**src/rtl/pp_pipeline_accel_stride_scale_proc.sv**
```systemverilog
// Multi-channel signed stride scaler: captures NCH strides per start and divides each by
// 2^shift[c] (toward zero or floor), one channel per cycle, under ap_ctrl_chain handshake.
module pp_pipeline_accel_stride_scale_proc #(
  parameter int unsigned DATA_W  = 32,
  parameter int unsigned NCH     = 3,
  parameter int unsigned SHIFT_W = 3
) (
  input  logic                    ap_clk,
  input  logic                    ap_rst,
  input  logic                    ap_start,
  input  logic                    ap_continue,
  input  logic [NCH*DATA_W-1:0]   in_stride,
  input  logic [NCH*SHIFT_W-1:0]  in_shift,
  input  logic                    in_round_floor,
  output logic                    ap_done,
  output logic                    ap_idle,
  output logic                    ap_ready,
  output logic [NCH*DATA_W-1:0]   ap_return
);

  localparam int unsigned CntW = (NCH > 1) ? $clog2(NCH) : 1;

  typedef enum logic [2:0] {
    StIdle = 3'b001,
    StCalc = 3'b010,
    StDone = 3'b100
  } state_e;

  state_e              state_q, state_d;
  logic                done_q, done_d;
  logic [CntW-1:0]     cnt_q;
  logic [DATA_W-1:0]   stride_q [NCH];
  logic [SHIFT_W-1:0]  shift_q [NCH];
  logic                floor_q;
  logic [DATA_W-1:0]   ret_q [NCH];

  logic                accept;
  logic                last;
  logic [DATA_W-1:0]   x_cur;
  logic [DATA_W-1:0]   neg_mag;
  logic [SHIFT_W-1:0]  s_cur;
  logic [DATA_W-1:0]   res;

  assign accept = (state_q == StIdle) && ap_start && !done_q;
  assign last   = (cnt_q == CntW'(NCH - 1));
  assign x_cur  = stride_q[cnt_q];
  assign s_cur  = shift_q[cnt_q];

  // Negation wraps modulo 2^DATA_W, so the most-negative input shifts as +2^(DATA_W-1).
  always_comb begin
    neg_mag = -x_cur;
    if (floor_q) begin
      res = $signed(x_cur) >>> s_cur;
    end else if (x_cur[DATA_W-1]) begin
      res = -(neg_mag >> s_cur);
    end else begin
      res = x_cur >> s_cur;
    end
  end

  always_ff @(posedge ap_clk) begin
    if (ap_rst) begin
      state_q <= StIdle;
      done_q  <= 1'b0;
      cnt_q   <= '0;
      floor_q <= 1'b0;
      for (int c = 0; c < NCH; c++) begin
        stride_q[c] <= '0;
        shift_q[c]  <= '0;
        ret_q[c]    <= '0;
      end
    end else begin
      state_q <= state_d;
      done_q  <= done_d;
      if (accept) begin
        cnt_q   <= '0;
        floor_q <= in_round_floor;
        for (int c = 0; c < NCH; c++) begin
          stride_q[c] <= in_stride[c*DATA_W +: DATA_W];
          shift_q[c]  <= in_shift[c*SHIFT_W +: SHIFT_W];
        end
      end else if (state_q == StCalc) begin
        ret_q[cnt_q] <= res;
        cnt_q        <= cnt_q + CntW'(1);
      end
    end
  end

  always_comb begin
    state_d = state_q;
    unique case (state_q)
      StIdle:  if (accept) state_d = StCalc;
      StCalc:  if (last) state_d = StDone;
      StDone:  state_d = StIdle;
      default: state_d = StIdle;
    endcase
  end

  // Continue wins over the set taken in DONE.
  always_comb begin
    done_d = done_q;
    if (ap_continue) begin
      done_d = 1'b0;
    end else if (state_q == StDone) begin
      done_d = 1'b1;
    end
  end

  always_comb begin
    ap_done  = (state_q == StDone) || done_q;
    ap_idle  = (state_q == StIdle) && !ap_start;
    ap_ready = (state_q == StDone);
    for (int c = 0; c < NCH; c++) begin
      ap_return[c*DATA_W +: DATA_W] = ret_q[c];
    end
  end

endmodule
```
**config.mk**
```make
export PLATFORM = sky130hd
export DESIGN_NAME = pp_pipeline_accel_stride_scale_proc
export DESIGN_NICKNAME = d
export VERILOG_FILES = /design/src/rtl/pp_pipeline_accel_stride_scale_proc.sv
export SDC_FILE = /design/constraint.sdc
export NUM_CORES = 1
export LEC_CHECK = 0
export BUFFER_PORTS_ARGS = -buffer_cell sky130_fd_sc_hd__buf_2
export CORE_ASPECT_RATIO = 1.1
export CORE_MARGIN = 2
export CORE_UTILIZATION = 59
export CTS_CLUSTER_DIAMETER = 80
export DETAILED_ROUTE_END_ITERATION = 6
export PLACE_DENSITY_LB_ADDON = 0.3
export SLEW_MARGIN = 20
export SYNTH_ARGS = -nofsm -noshare
export SYNTH_HDL_FRONTEND = slang
export SYNTH_SLANG_ARGS = --single-unit
```
**constraint.sdc**
```tcl
create_clock -name ap_clk -period 8.57 [get_ports ap_clk]
set_input_delay 0.4285 -clock ap_clk [delete_from_list [all_inputs] [get_ports ap_clk]]
set_output_delay 0.4285 -clock ap_clk [all_outputs]
set_load 0.05 [all_outputs]
```
Yosys cells after proc, flatten, opt, wreduce, memory -nomap -nowiden
Memories as Yosys holds them, arrays and structs flattened. A register that Yosys moved wholly into a read port is not among the register bits.
Index checks and enable logic that the tools add are counted.
{"block": "word_totals", "mem_bits_rw": 201, "register_bits": 7, "output_inout_bits": 99, "n_memories": 3}
{"name": "ret_q", "words": 3, "width": 32, "rd": 3, "rd_clocked_by_memory_dff": 0, "write_ports": 3, "line_no": "35", "text": "logic [DATA_W-1:0] ret_q [NCH];"}
{"name": "stride_q", "words": 3, "width": 32, "rd": 1, "rd_clocked_by_memory_dff": 1, "write_ports": 3, "line_no": "32", "text": "logic [DATA_W-1:0] stride_q [NCH];"}
{"name": "shift_q", "words": 3, "width": 3, "rd": 1, "rd_clocked_by_memory_dff": 1, "write_ports": 3, "line_no": "33", "text": "logic [SHIFT_W-1:0] shift_q [NCH];"}
{"block": "classes", "shifts": 3, "n_mux": 27, "n_bitwise": 6, "add_sub_neg": 3, "n_reduce_logical": 10, "n_eq_ne": 6}
{"cell": "$mux 32", "count": 6}
{"cell": "$neg 32->32", "count": 2}
{"cell": "$shr 32x3->32", "count": 2}
{"cell": "$reduce_or 32->1", "count": 1}
{"cell": "$sshr 32x3->32", "count": 1}
{"cell": "$mux 3", "count": 5}
{"cell": "$mux 1", "count": 10}
{"cell": "$mux 2", "count": 5}
{"cell": "$or 1x1->1", "count": 6}
{"cell": "$pmux 3 s2", "count": 1}
{"cell": "$ne 2x2->1 const B", "count": 2}
{"cell": "$reduce_or 2->1", "count": 2}
{"cell": "$eq 3x1->1 const B", "count": 1}
{"cell": "$eq 3x2->1 const B", "count": 1}
{"cell": "$eq 3x3->1 const B", "count": 1}
{"cell": "$logic_and 1x1->1", "count": 3}
{"cell": "$add 2x1->2 const B", "count": 1}
{"cell": "$eq 2x2->1 const B", "count": 1}
{"cell": "$logic_not 1->1", "count": 2}
{"cell": "$reduce_and 2->1", "count": 1}
{"cell": "$logic_or 1x1->1", "count": 1}

Longest topological paths before layout
Gate-level depths: netlist of run 1.
{"block": "logic_depth", "word_depth": 8, "mapped_depth": 23}

Worst setup path after synthesis of run 1
Ideal clock, no wire load.
{"block": "synth_path", "path_type": "reg-to-reg", "startpoint": "register with a tool-made name", "endpoint": "memory ret_q[0][31] (data pin)", "arrival_ns": 4.684, "setup_slack_ns": 3.718, "required_ns": 8.403, "setup_time_ns": 0.167, "period_less_slack_ns": 4.852, "stages_incl_launch_ff": 21, "cell_sequence": "dfxtp_1 buf_6 buf_6 mux2i_1 o21ai_1 inv_1 ha_1 o211ai_1 or4_1 buf_2 nor3_2 and4_1 nor3_1 o311a_1 nor3_2 o21ai_2 or4b_4 buf_6 or4b_4 xnor2_2 a211oi_1"}
{"item": "end: declaration", "line_no": "35"}

==> results of run 1 <==
-- report_power, final --
group          internal [mW]  switching (mW)  leakage [nW]  total, mW
clock network          0.548           0.381         0.347      0.929
logic                  0.240           0.559          3.16      0.799
registers               1.19          0.0193          2.20       1.21
total                   1.98           0.959          5.71       2.94
-- worst max-delay path, cell delays in order, from the launching register on --
cell and delay, ps:
dfxtp_4 930, o21ai_0 330, inv_1 270, ha_1 250
o211ai_1 150, or4_1 710, nor4_1 350, a21oi_1 100
a2111oi_0 650, a31oi_1 170, o31a_1 240, nor4b_1 660
nand2_1 320, or4b_4 560, xnor2_2 160, a211oi_1 270
-- sequential cells by signal (all words and copies together) (netlist names), named ones only --
name      cells
ret_q        96
stride_q     96
shift_q       9
state_q       3
cnt_q         2
done_q        1
floor_q       1
-- cell families (layout without fill, tap and decap cells) --
kind of cell | count (synthesis) | count (layout) | synth area share [%]
muxes | 73 | 73 | 5.86
AOI/OAI and AO/OA | 347 | 347 | 16.9
DFF | 210 | 210 | 46.7
xor gates and xnor gates | 41 | 41 | 2.75
buffers and inverters | 100 | 269 | 3.61
and+or+nand+nor | 607 | 607 | 23.8
adders and majority gates | 5 | 5 | 0.470
-- final cells by class --
class | instances | area share [%]
multi-input combinational | 1073 | 44.0
clock inverter | 11 | 0.768
clock buffer | 26 | 3.87
timing repair buffer | 225 | 7.71
sequential | 210 | 41.0
inverter | 7 | 0.173
tap | 295 | 2.43
-- worst paths after layout --
kind                from           end  cells after the start
max reg2reg    flip-flop  ret_q[1][31]                     15
min          ap_continue        done_q                      2
max            flip-flop  ret_q[1][31]                     15
min reg2reg   state_q[2]    state_q[0]                      2
-- metal layers --
layer  vias up  GRT usage, %
met2       596          50.2
met3        83          5.00
li1       5449             -
met5         -             0
met4         0          11.0
met1      5267          41.9
-- layout by cell type (no fill, tap or decap), types with 6 or more instances in the layout --
cell type and n:
buf_2 208, edfxtp_1 201, nor2_1 169, nand2_1 130, and2_1 112, o21ai_0 83
a21oi_1 71, mux2i_1 61, nor3_1 39, a211oi_1 39, nand3_1 35, xnor2_1 27
o211ai_1 25, o21a_1 25, clkbuf_16 23, nor4_1 18, o21ai_1 17, buf_4 17
a31oi_1 14, or3_1 13, nand4_1 13, xor2_1 13, and3_1 10, mux2_2 9
nand2b_1 8, inv_1 7, dfxtp_1 7, o21ai_2 6, nor2b_1 6, or2_2 6
-- per-stage QoR --
step / util (%) / cell area, um2 / hold WS (ps) / power, mW / worst slack [ps]
floorplan: - / 13300 / 477 / 1.79 / 3720
global placement: 65.4 / 14500 / 515 / 2.00 / 2610
detailed placement: 65.4 / 14500 / 545 / 2.01 / 2400
CTS: 68.6 / 15200 / 71.1 / 2.94 / 2370
global route: 68.6 / 15200 / 80.4 / 3.06 / 1810
finish: 68.6 / 15200 / 96.5 / 2.94 / 2200
==> summary.md, run 1 <==
| Metric | Value |
|---|---|
| Die ar. | 23800 um2 |
| Yosys cell types | 88 |
| Mean Syn Cell Area | 9.62 um2 |
| TNS Setup | 0 ps |
| Yosys reg bits | 210 |
| Setup bufs post-CTS | 0 |
| Synthesized Nets | 1498 |
| Metal2 WL | 17600 um |
| Arrival time worst endpoint | 6690 ps |
| Max Root-Sink Buffers | 3 |
| Die width | 147 um |
| Post-CTS Hold Fix Bufs | 0 |
| Post-DR wirelength/cell | 20.2 um |
| Routed length on met1 | 15100 um |
| Multi-input logic area | 6670 um2 |
| Crit end category | flip-flop |
| Non-Filler Instances | 1847 |
| Most common cell in the netlist | edfxtp_1 |
| Initial antenna violation count | 0 |
| Dominant cells by area after synthesis | edfxtp_1, and2_1, nor2_1 |
| Routability cong. | 1.03 |
| Max Slew Vio Count | 0 |
| Async SR Flop Fraction | 0% |
| RSZ-0062 raised after global routing | no |
| Clk root buf | clkbuf_16 |
| Setup-failing EPs final | 0 |
| Peak VDD IR | 0.197 mV |
| Crit Path Category | flip-flop to flip-flop |
| Vias in the first global route | 10500 |
| Cts bufs inserted | 22 |
| Row count | 57 |
| CTS tree | done |
| Syn-to-layout area delta | 13.9% |
| DRT Pass-1 Iters | 6 |
| Slew margin rel. | 31.3% |
| Post-CTS Resized | 0 |
| Post-synth top area cell | edfxtp_1 |
| WL met3 | 3240 um |
| Filler Cell Count | 1766 |
| 1st-iter DRT viols | 1228 |
| Die H | 162 um |
| Part of the cycle the worst path needs | 74.4% |
| Register clock-pin slew on the reported worst setup and hold paths | 60 ps |
| Mapped Area | 13300 um2 |
| CTS HTree Levels | 1 |
| Initial core utilization | 60.2% |
| Nets | 1654 |
| I/O Buffers | 208 |
| Yosys warnings | 0 |
| Routed Antenna Nets | 0 |
| Worst EP required | 8880 ps |
| Placed insts | 1810 |
| Drt drc | 0 |
| Share of cells above drive strength 1 | 20.6% |
| Outcome | finished, final reports clean |
| Min Clock Period, post-route | 6370 ps |
| Sequential-to-total area share from yosys stat | 46.7% |
| R2R setup slack | 2200 ps |
| Crit path max fanout | 92 |
| Vias | 11400 |
| Power per cell area | 194 nW/um2 |
| CP Launch Type | flip-flop |
| Clk_skew | 12.1 ps |
| Vias per cell | 6.17 |
| Worst-margin pin slew | 1020 ps |
| Top FF cell, synth | edfxtp_1 |
| Leak | 5.71 nW |
| CTS sink cnt | 210 |
| Hold Violations, Final | 0 |
| FF/Latch Area | 6220 um2 |
| Max Cap Viol | 0 |
| Detail Placement HPWL | 27200 um |
| GR Overflow Total | 0 |
| First-pass GRT wire length | 58100 um |
| Clock latency at the later pin of the worst-skew pair | 510 ps |
| Max Used Layer | met4 |
| Share of the synthesized area in the top cell type | 45.3% |
| Mapped Cells | 1383 |
| Largest net degree at the start of global routing | 106 |
| Hold Crit Class | primary input to flip-flop |
| Synth cell count leaders | edfxtp_1, nor2_1, nand2_1 |
| All-Layer GR Usage | 30.8% |
| Core Region | 22100 um2 |
| I/O Pins | 209 |
| Post-synth EDFFs | 201 |
| ANT cells | 0 |
| F_max | 0.157 GHz |
| Total Routed Length | 37300 um |
Power figures use the tool's default switching activity.
==> run 2, diff against run 1 <==
CORE_UTILIZATION = 58   (was 59)
clock period = 6.2 ns   (was 8.57 ns; I/O delays follow)
==> run 2 against run 1 <==
Effect of this change: sequential share of layout area decreased by 0.47 points; design area rose by 1.2%; first-iteration DRC count down 11%; fmax rose by 13%; non-clock buffer count is 16 higher; clock skew increased by 0.84 ps; flip-flop and latch count unchanged; die area is 1.7% higher; register-to-register slack lost 1600 ps; global-route usage rose by 0.23 points; critical path type unchanged; routed wire length is 2.1% higher.
==> summary.md, run 2 (same netlist as run 1, synthesis figures left out) <==
| Metric | Value |
|---|---|
| Syn-to-layout area delta | 15.2% (was 13.9%) |
| CP Launch Type | flip-flop (unchanged) |
| Share of cells above drive strength 1 | 21.5% (was 20.6%) |
| Row count | 58 (was 57) |
| Setup-failing EPs final | 0 (unchanged) |
| Max Cap Viol | 0 (unchanged) |
| Clock latency at the later pin of the worst-skew pair | 520 ps (was 510 ps) |
| Clk_skew | 12.9 ps (was 12.1 ps) |
| Crit end category | flip-flop (unchanged) |
| Post-Place Worst Slack | 678 ps (was 2400 ps) |
| Crit path max fanout | 9 (was 92) |
| I/O Pins | 209 (unchanged) |
| CTS HTree Levels | 1 (unchanged) |
| Post-layout worst setup margin | 547 ps (was 2200 ps) |
| DRT Pass-1 Iters | 7 (was 6) |
| Nets | 1670 (was 1654) |
| Hold_sp | in_round_floor (was ap_continue) |
| Core Region | 22700 um2 (was 22100 um2) |
| Endpoint, Worst Hold | floor_q (was done_q) |
| Worst-margin pin slew | 1070 ps (was 1020 ps) |
| Register clock-pin slew on the reported worst setup and hold paths | 60 ps (about the same) |
| Vias per cell | 6.24 (was 6.17) |
| Total Routed Length | 38100 um (was 37300 um) |
| Routability cong. | 1.01 (was 1.03) |
| Hold Crit Class | primary input to flip-flop (unchanged) |
| Peak VDD IR | 0.262 mV (was 0.197 mV) |
| Detail Placement HPWL | 27800 um (was 27200 um) |
| Non-Filler Instances | 1870 (was 1847) |
| Slew margin rel. | 28.5% (was 31.3%) |
| Initial core utilization | 58.6% (was 60.2%) |
| CTS sink cnt | 210 (unchanged) |
| Hold Violations, Final | 0 (unchanged) |
| Setup bufs post-CTS | 0 (unchanged) |
| Largest net degree at the start of global routing | 106 (unchanged) |
| R2R setup slack | 550 ps (was 2200 ps) |
| Crit Path Category | flip-flop to flip-flop (unchanged) |
| Vias | 11700 (was 11400) |
| Most frequent cells in the layout | buf_2, edfxtp_1, nor2_1 (unchanged) |
| Post-DR wirelength/cell | 20.4 um (was 20.2 um) |
| Cts bufs inserted | 22 (unchanged) |
| I/O Buffers | 208 (unchanged) |
| Reg-to-reg endpoint | ret_q[1][31] (unchanged) |
| Biggest regs | ret_q (96), stride_q (96), shift_q (9) (unchanged) |
| TNS Setup | 0 ps (unchanged) |
| Die H | 163 um (was 162 um) |
| R2R depth | 16 (was 15) |
| Most common cell after layout, fill and taps aside | buf_2 (unchanged) |
| Vias in the first global route | 10600 (was 10500) |
| Drt drc | 0 (unchanged) |
| ANT cells | 0 (unchanged) |
| Outcome | finished, final reports clean (unchanged) |
| Clk root buf | clkbuf_16 (unchanged) |
| Die ar. | 24200 um2 (was 23800 um2) |
| Post-CTS Resized | 0 (unchanged) |
| RSZ-0062 raised after global routing | no (unchanged) |
| Max Root-Sink Buffers | 3 (unchanged) |
| Max Slew Vio Count | 0 (unchanged) |
| F_max | 0.177 GHz (was 0.157 GHz) |
| Post-CTS Hold Fix Bufs | 1 (was 0) |
| Worst EP required | 6530 ps (was 8880 ps) |
| All-Layer GR Usage | 31.0% (was 30.8%) |
| First-pass GRT wire length | 58400 um (was 58100 um) |
| Arrival time worst endpoint | 5980 ps (was 6690 ps) |
| Placed insts | 1830 (was 1810) |
| Leak | 5.80 nW (was 5.71 nW) |
| 1st-iter DRT viols | 1088 (was 1228) |
| Part of the cycle the worst path needs | 91.2% (was 74.4%) |
| Min Clock Period, post-route | 5650 ps (was 6370 ps) |
| Routed Antenna Nets | 0 (unchanged) |
| GR Overflow Total | 0 (unchanged) |
| CTS tree | done (unchanged) |
| Initial antenna violation count | 0 (unchanged) |
| Hold depth | 3 (was 2) |
| Die width | 148 um (was 147 um) |
| Power per cell area | 271 nW/um2 (was 194 nW/um2) |
[run 2: cell count changes in the layout (fill, tap and decap cells not counted), sizes merged]
cell	change
bufinv	+1
clkinv	-2
buf	+15
dlygate4sd3	+1
inv	+2
clkinvlp	+1
[run 2: how the worst max path moves through the flow]
stage                   end  slack [ps]  cells past startpoint
6_report       ret_q[1][31]         550                     16
5_1_grt        ret_q[1][31]         110                     16
4_1_cts        ret_q[2][31]         620                     14
3_5_place_dp   ret_q[2][31]         680                     14
3_3_place_gp   ret_q[1][31]         830                     14
2_1_floorplan  ret_q[0][31]        1350                     20
[run 2: cell type report]
cell class | count | area [um2]
tap | 300 | 375
multi-input combinational | 1073 | 6670
timing repair buffer | 241 | 1300
clock buffer | 26 | 587
clock inverter | 13 | 149
fill | 1778 | 7380
inverter | 7 | 26.3
sequential | 210 | 6220
[run 2: layer usage]
layer	wire (um)	up-vias	track usage, %
met5	0	-	0
met3	3120	95	3.84
met4	1670	0	12.6
met2	17800	653	50.4
met1	15500	5424	42.4
li1	-	5491	-
[run 2: power breakdown]
group	internal (mW)	switching, mW	leakage, nW	total (mW)
Clock	0.804	0.548	0.360	1.35
Combinational	0.347	0.779	3.24	1.13
Sequential	1.65	0.0264	2.20	1.67
[run 2: critical path, cell delays in order, from the launching register on]
cell	delay, ps
dfxtp_2	370
mux2i_1	180
o21ai_0	150
inv_1	220
ha_1	250
o211ai_1	140
or4_1	670
nor4_1	650
mux2i_1	260
a2111oi_0	130
a222oi_1	520
and4bb_1	300
and2_0	350
nand2_1	290
or4b_4	570
xnor2_2	160
a211oi_1	260
[run 2: per-stage QoR]
step / hold WS (ps) / power [mW] / util [%] / area, um2
6_report: 46.8 / 4.15 / 67.5 / 15300
2_1_floorplan: 386 / 2.48 / - / 13300
5_1_grt: 56.0 / 4.31 / 67.5 / 15300
3_3_place_gp: 470 / 2.78 / 64.2 / 14600
3_5_place_dp: 474 / 2.80 / 64.2 / 14600
4_1_cts: 36.0 / 4.14 / 67.5 / 15300
==> run 3, diff against run 2 <==
CORE_ASPECT_RATIO = unset   (was 1.1)
==> run 3 against run 2 <==
Effect of this change: fmax is 0.20% lower; global-route usage is 0.79 points lower; worst hold slack worse by 13 ps; utilization down 0.094 points; sequential power barely moved; flip-flop and latch count unchanged; first-iteration DRC count fell by 0.28%; total power is 4.4% lower; critical path type unchanged; largest cell class unchanged.
==> summary.md, run 3 (same netlist as run 1, synthesis figures left out) <==
| Metric | Value |
|---|---|
| Outcome | finished, final reports clean (unchanged) |
| Crit end category | flip-flop (unchanged) |
| WP buf/inv | 1 (unchanged) |
| CTS HTree Levels | 1 (unchanged) |
| Int Pwr | 2.65 mW (was 2.80 mW) |
| I/O Pins | 209 (unchanged) |
| Largest net degree at the start of global routing | 106 (unchanged) |
| Power per cell area | 261 nW/um2 (was 271 nW/um2) |
| Slew margin rel. | 35.7% (was 28.5%) |
| Hold depth | 3 (unchanged) |
| Crit path max-delay family | simple AND/OR/NAND/NOR gates (unchanged) |
| Reg-to-reg endpoint | ret_q[1][25] (was ret_q[1][31]) |
| R2R depth | 16 (unchanged) |
| Clk root buf | clkbuf_16 (unchanged) |
| Multi-input logic area | 6670 um2 (about the same) |
| Syn-to-layout area delta | 14.3% (was 15.2%) |
| TNS Setup | 0 ps (unchanged) |
| CTS tree | done (unchanged) |
| Core Region | 22600 um2 (was 22700 um2) |
| Hold_sp | in_round_floor (unchanged) |
| Filler Cell Count | 1789 (was 1778) |
| ANT cells | 0 (unchanged) |
| Post-CTS Resized | 0 (unchanged) |
| Die ar. | 24200 um2 (about the same) |
| Placed insts | 1817 (was 1830) |
| Combinational Power Share | 27.9% (was 27.1%) |
| Routed Antenna Nets | 0 (unchanged) |
| Final Instance Area | 15200 um2 (was 15300 um2) |
| Hold slack | 33.9 ps (was 46.8 ps) |
| Routability cong. | 1.01 (about the same) |
| Hold Violations, Final | 0 (unchanged) |
| Most frequent cells in the layout | buf_2, edfxtp_1, nor2_1 (unchanged) |
| Vias per cell | 6.19 (was 6.24) |
| Post-Place Worst Slack | 726 ps (was 678 ps) |
| R2R setup slack | 540 ps (was 550 ps) |
| F_max | 0.177 GHz (about the same) |
| CP Launch Type | flip-flop (unchanged) |
| Initial core utilization | 59.0% (was 58.6%) |
| Total Routed Length | 37100 um (was 38100 um) |
| Part of the cycle the worst path needs | 91.4% (was 91.2%) |
| Most common cell after layout, fill and taps aside | buf_2 (unchanged) |
| Setup-failing EPs final | 0 (unchanged) |
| GR Overflow Total | 0 (unchanged) |
| FF/Latch Area | 6220 um2 (about the same) |
| Detail Placement HPWL | 27700 um (was 27800 um) |
| CTS sink cnt | 210 (unchanged) |
| Crit path max fanout | 9 (unchanged) |
| Leak | 5.75 nW (was 5.80 nW) |
| Cell Area, Placed | 14600 um2 (about the same) |
| Max Used Layer | met4 (unchanged) |
| CP Cell Sequence | mux2i_1, o21ai_0, inv_1, ha_1, o211ai_1, or4_1, nor4_4, mux2i_1, o21ai_0, a211oi_1, a32o_1, and2_0, nand2_1, nor4_1, xor2_1, a211oi_1 (was mux2i_1, o21ai_0, inv_1, ha_1, o211ai_1, or4_1, nor4_1, mux2i_1, a2111oi_0, a222oi_1, and4bb_1, and2_0, nand2_1, or4b_4, xnor2_2, a211oi_1) |
| Max Cap Viol | 0 (unchanged) |
| Drt drc | 0 (unchanged) |
| All-Layer GR Usage | 30.2% (was 31.0%) |
| Post-DR wirelength/cell | 20.0 um (was 20.4 um) |
| Routed length on met1 | 16000 um (was 15500 um) |
| P_sw | 1.31 mW (was 1.35 mW) |
| DRT Pass-1 Iters | 5 (was 7) |
| Min Clock Period, post-route | 5660 ps (was 5650 ps) |
| WL met3 | 3150 um (was 3120 um) |
| Final Power | 3.97 mW (was 4.15 mW) |
| RSZ-0062 raised after global routing | no (unchanged) |
| Peak VDD IR | 0.288 mV (was 0.262 mV) |
| Clk_skew | 20.4 ps (was 12.9 ps) |
| Register clock-pin slew on the reported worst setup and hold paths | 60 ps (about the same) |
| Non-Filler Instances | 1856 (was 1870) |
| Biggest regs | ret_q (96), stride_q (96), shift_q (9) (unchanged) |
| Initial antenna violation count | 0 (unchanged) |
| Cts bufs inserted | 21 (was 22) |
| Vias | 11500 (was 11700) |
| Vias in the first global route | 10700 (was 10600) |
| Share of cells above drive strength 1 | 21.3% (was 21.5%) |
| First-pass GRT wire length | 57900 um (was 58400 um) |
| Hold Crit Class | primary input to flip-flop (unchanged) |
| 1st-iter DRT viols | 1085 (was 1088) |
| Clock power share | 30.0% (was 32.6%) |
| Arrival time worst endpoint | 5900 ps (was 5980 ps) |
| Die width | 155 um (was 148 um) |
| Nets | 1671 (was 1670) |
| Sw Share | 33.1% (was 32.6%) |
| Die H | 155 um (was 163 um) |
| Metal2 WL | 16900 um (was 17800 um) |
| Row count | 55 (was 58) |
| Post-layout worst setup margin | 536 ps (was 547 ps) |
| Worst EP required | 6430 ps (was 6530 ps) |
| Clock latency at the later pin of the worst-skew pair | 520 ps (about the same) |
| Max Slew Vio Count | 0 (unchanged) |
| Max Root-Sink Buffers | 3 (unchanged) |
| I/O Buffers | 208 (unchanged) |
| Worst-margin pin slew | 964 ps (was 1070 ps) |
| Final Util | 67.4% (was 67.5%) |
| Endpoint, Worst Hold | floor_q (unchanged) |
| Sequential share of power | 42.1% (was 40.3%) |
| Crit Path Category | flip-flop to flip-flop (unchanged) |
| Slowest library cell on the worst path | or4_1 (unchanged) |
| Slowest stage delay, CP | 690 ps (was 670 ps) |
## run 3: cell count changes in the layout (fill, tap and decap cells not counted), moves of 2 or more
cell,change
clkbuf_16,-2
buf_4,+3
bufinv_16,-2
clkinvlp_4,+3
nand2_1,+3
nand2_2,-3
## run 3: worst reg2reg max path, cell delays in order, from the launching register on
cell	delay, ps
dfxtp_2	380
mux2i_1	230
o21ai_0	150
inv_1	210
ha_1	250
o211ai_1	170
or4_1	690
nor4_4	590
mux2i_1	350
o21ai_0	200
a211oi_1	400
a32o_1	290
and2_0	360
nand2_1	240
nor4_1	370
xor2_1	350
a211oi_1	160
## run 3: cell type report
class / count / area share, %
Sequential cell: 210 / 40.9
Inverter: 7 / 0.173
Timing Repair Buffer: 243 / 8.58
Tap cell: 285 / 2.34
Clock buffer: 24 / 3.53
Clock inverter: 14 / 0.707
Multi-Input combinational cell: 1073 / 43.8
## run 3: per-layer routing
layer	vias up	track usage, %
met2	610	47.6
met4	0	9.22
met3	72	3.84
met5	-	0
li1	5487	-
met1	5328	43.9
## run 3: what timing repair did
action	in CTS	in global routing
setup buffers	0	0
endpoints found under the hold margin	1	0
hold buffers	1	0
setup endpoints to repair	0	0
## run 3: worst max-delay path by stage
stage,start,endpoint,depth (start not counted)
after floorplan,flip-flop,ret_q[0][31],20
final,flip-flop,ret_q[1][25],16
after global routing,flip-flop,ret_q[1][28],16
after global placement,flip-flop,ret_q[2][29],14
after detailed placement,flip-flop,ret_q[2][31],16
after CTS,flip-flop,ret_q[2][31],16
## run 3: power by group through the flow
stage                     clock [mW]  combinational, mW  sequential [mW]
final                           1.19               1.11             1.67
after floorplan                    0              0.688             1.79
after global placement             0               1.07             1.70
after CTS                       1.20               1.08             1.67
after detailed placement           0               1.07             1.70
after global routing            1.26               1.19             1.68
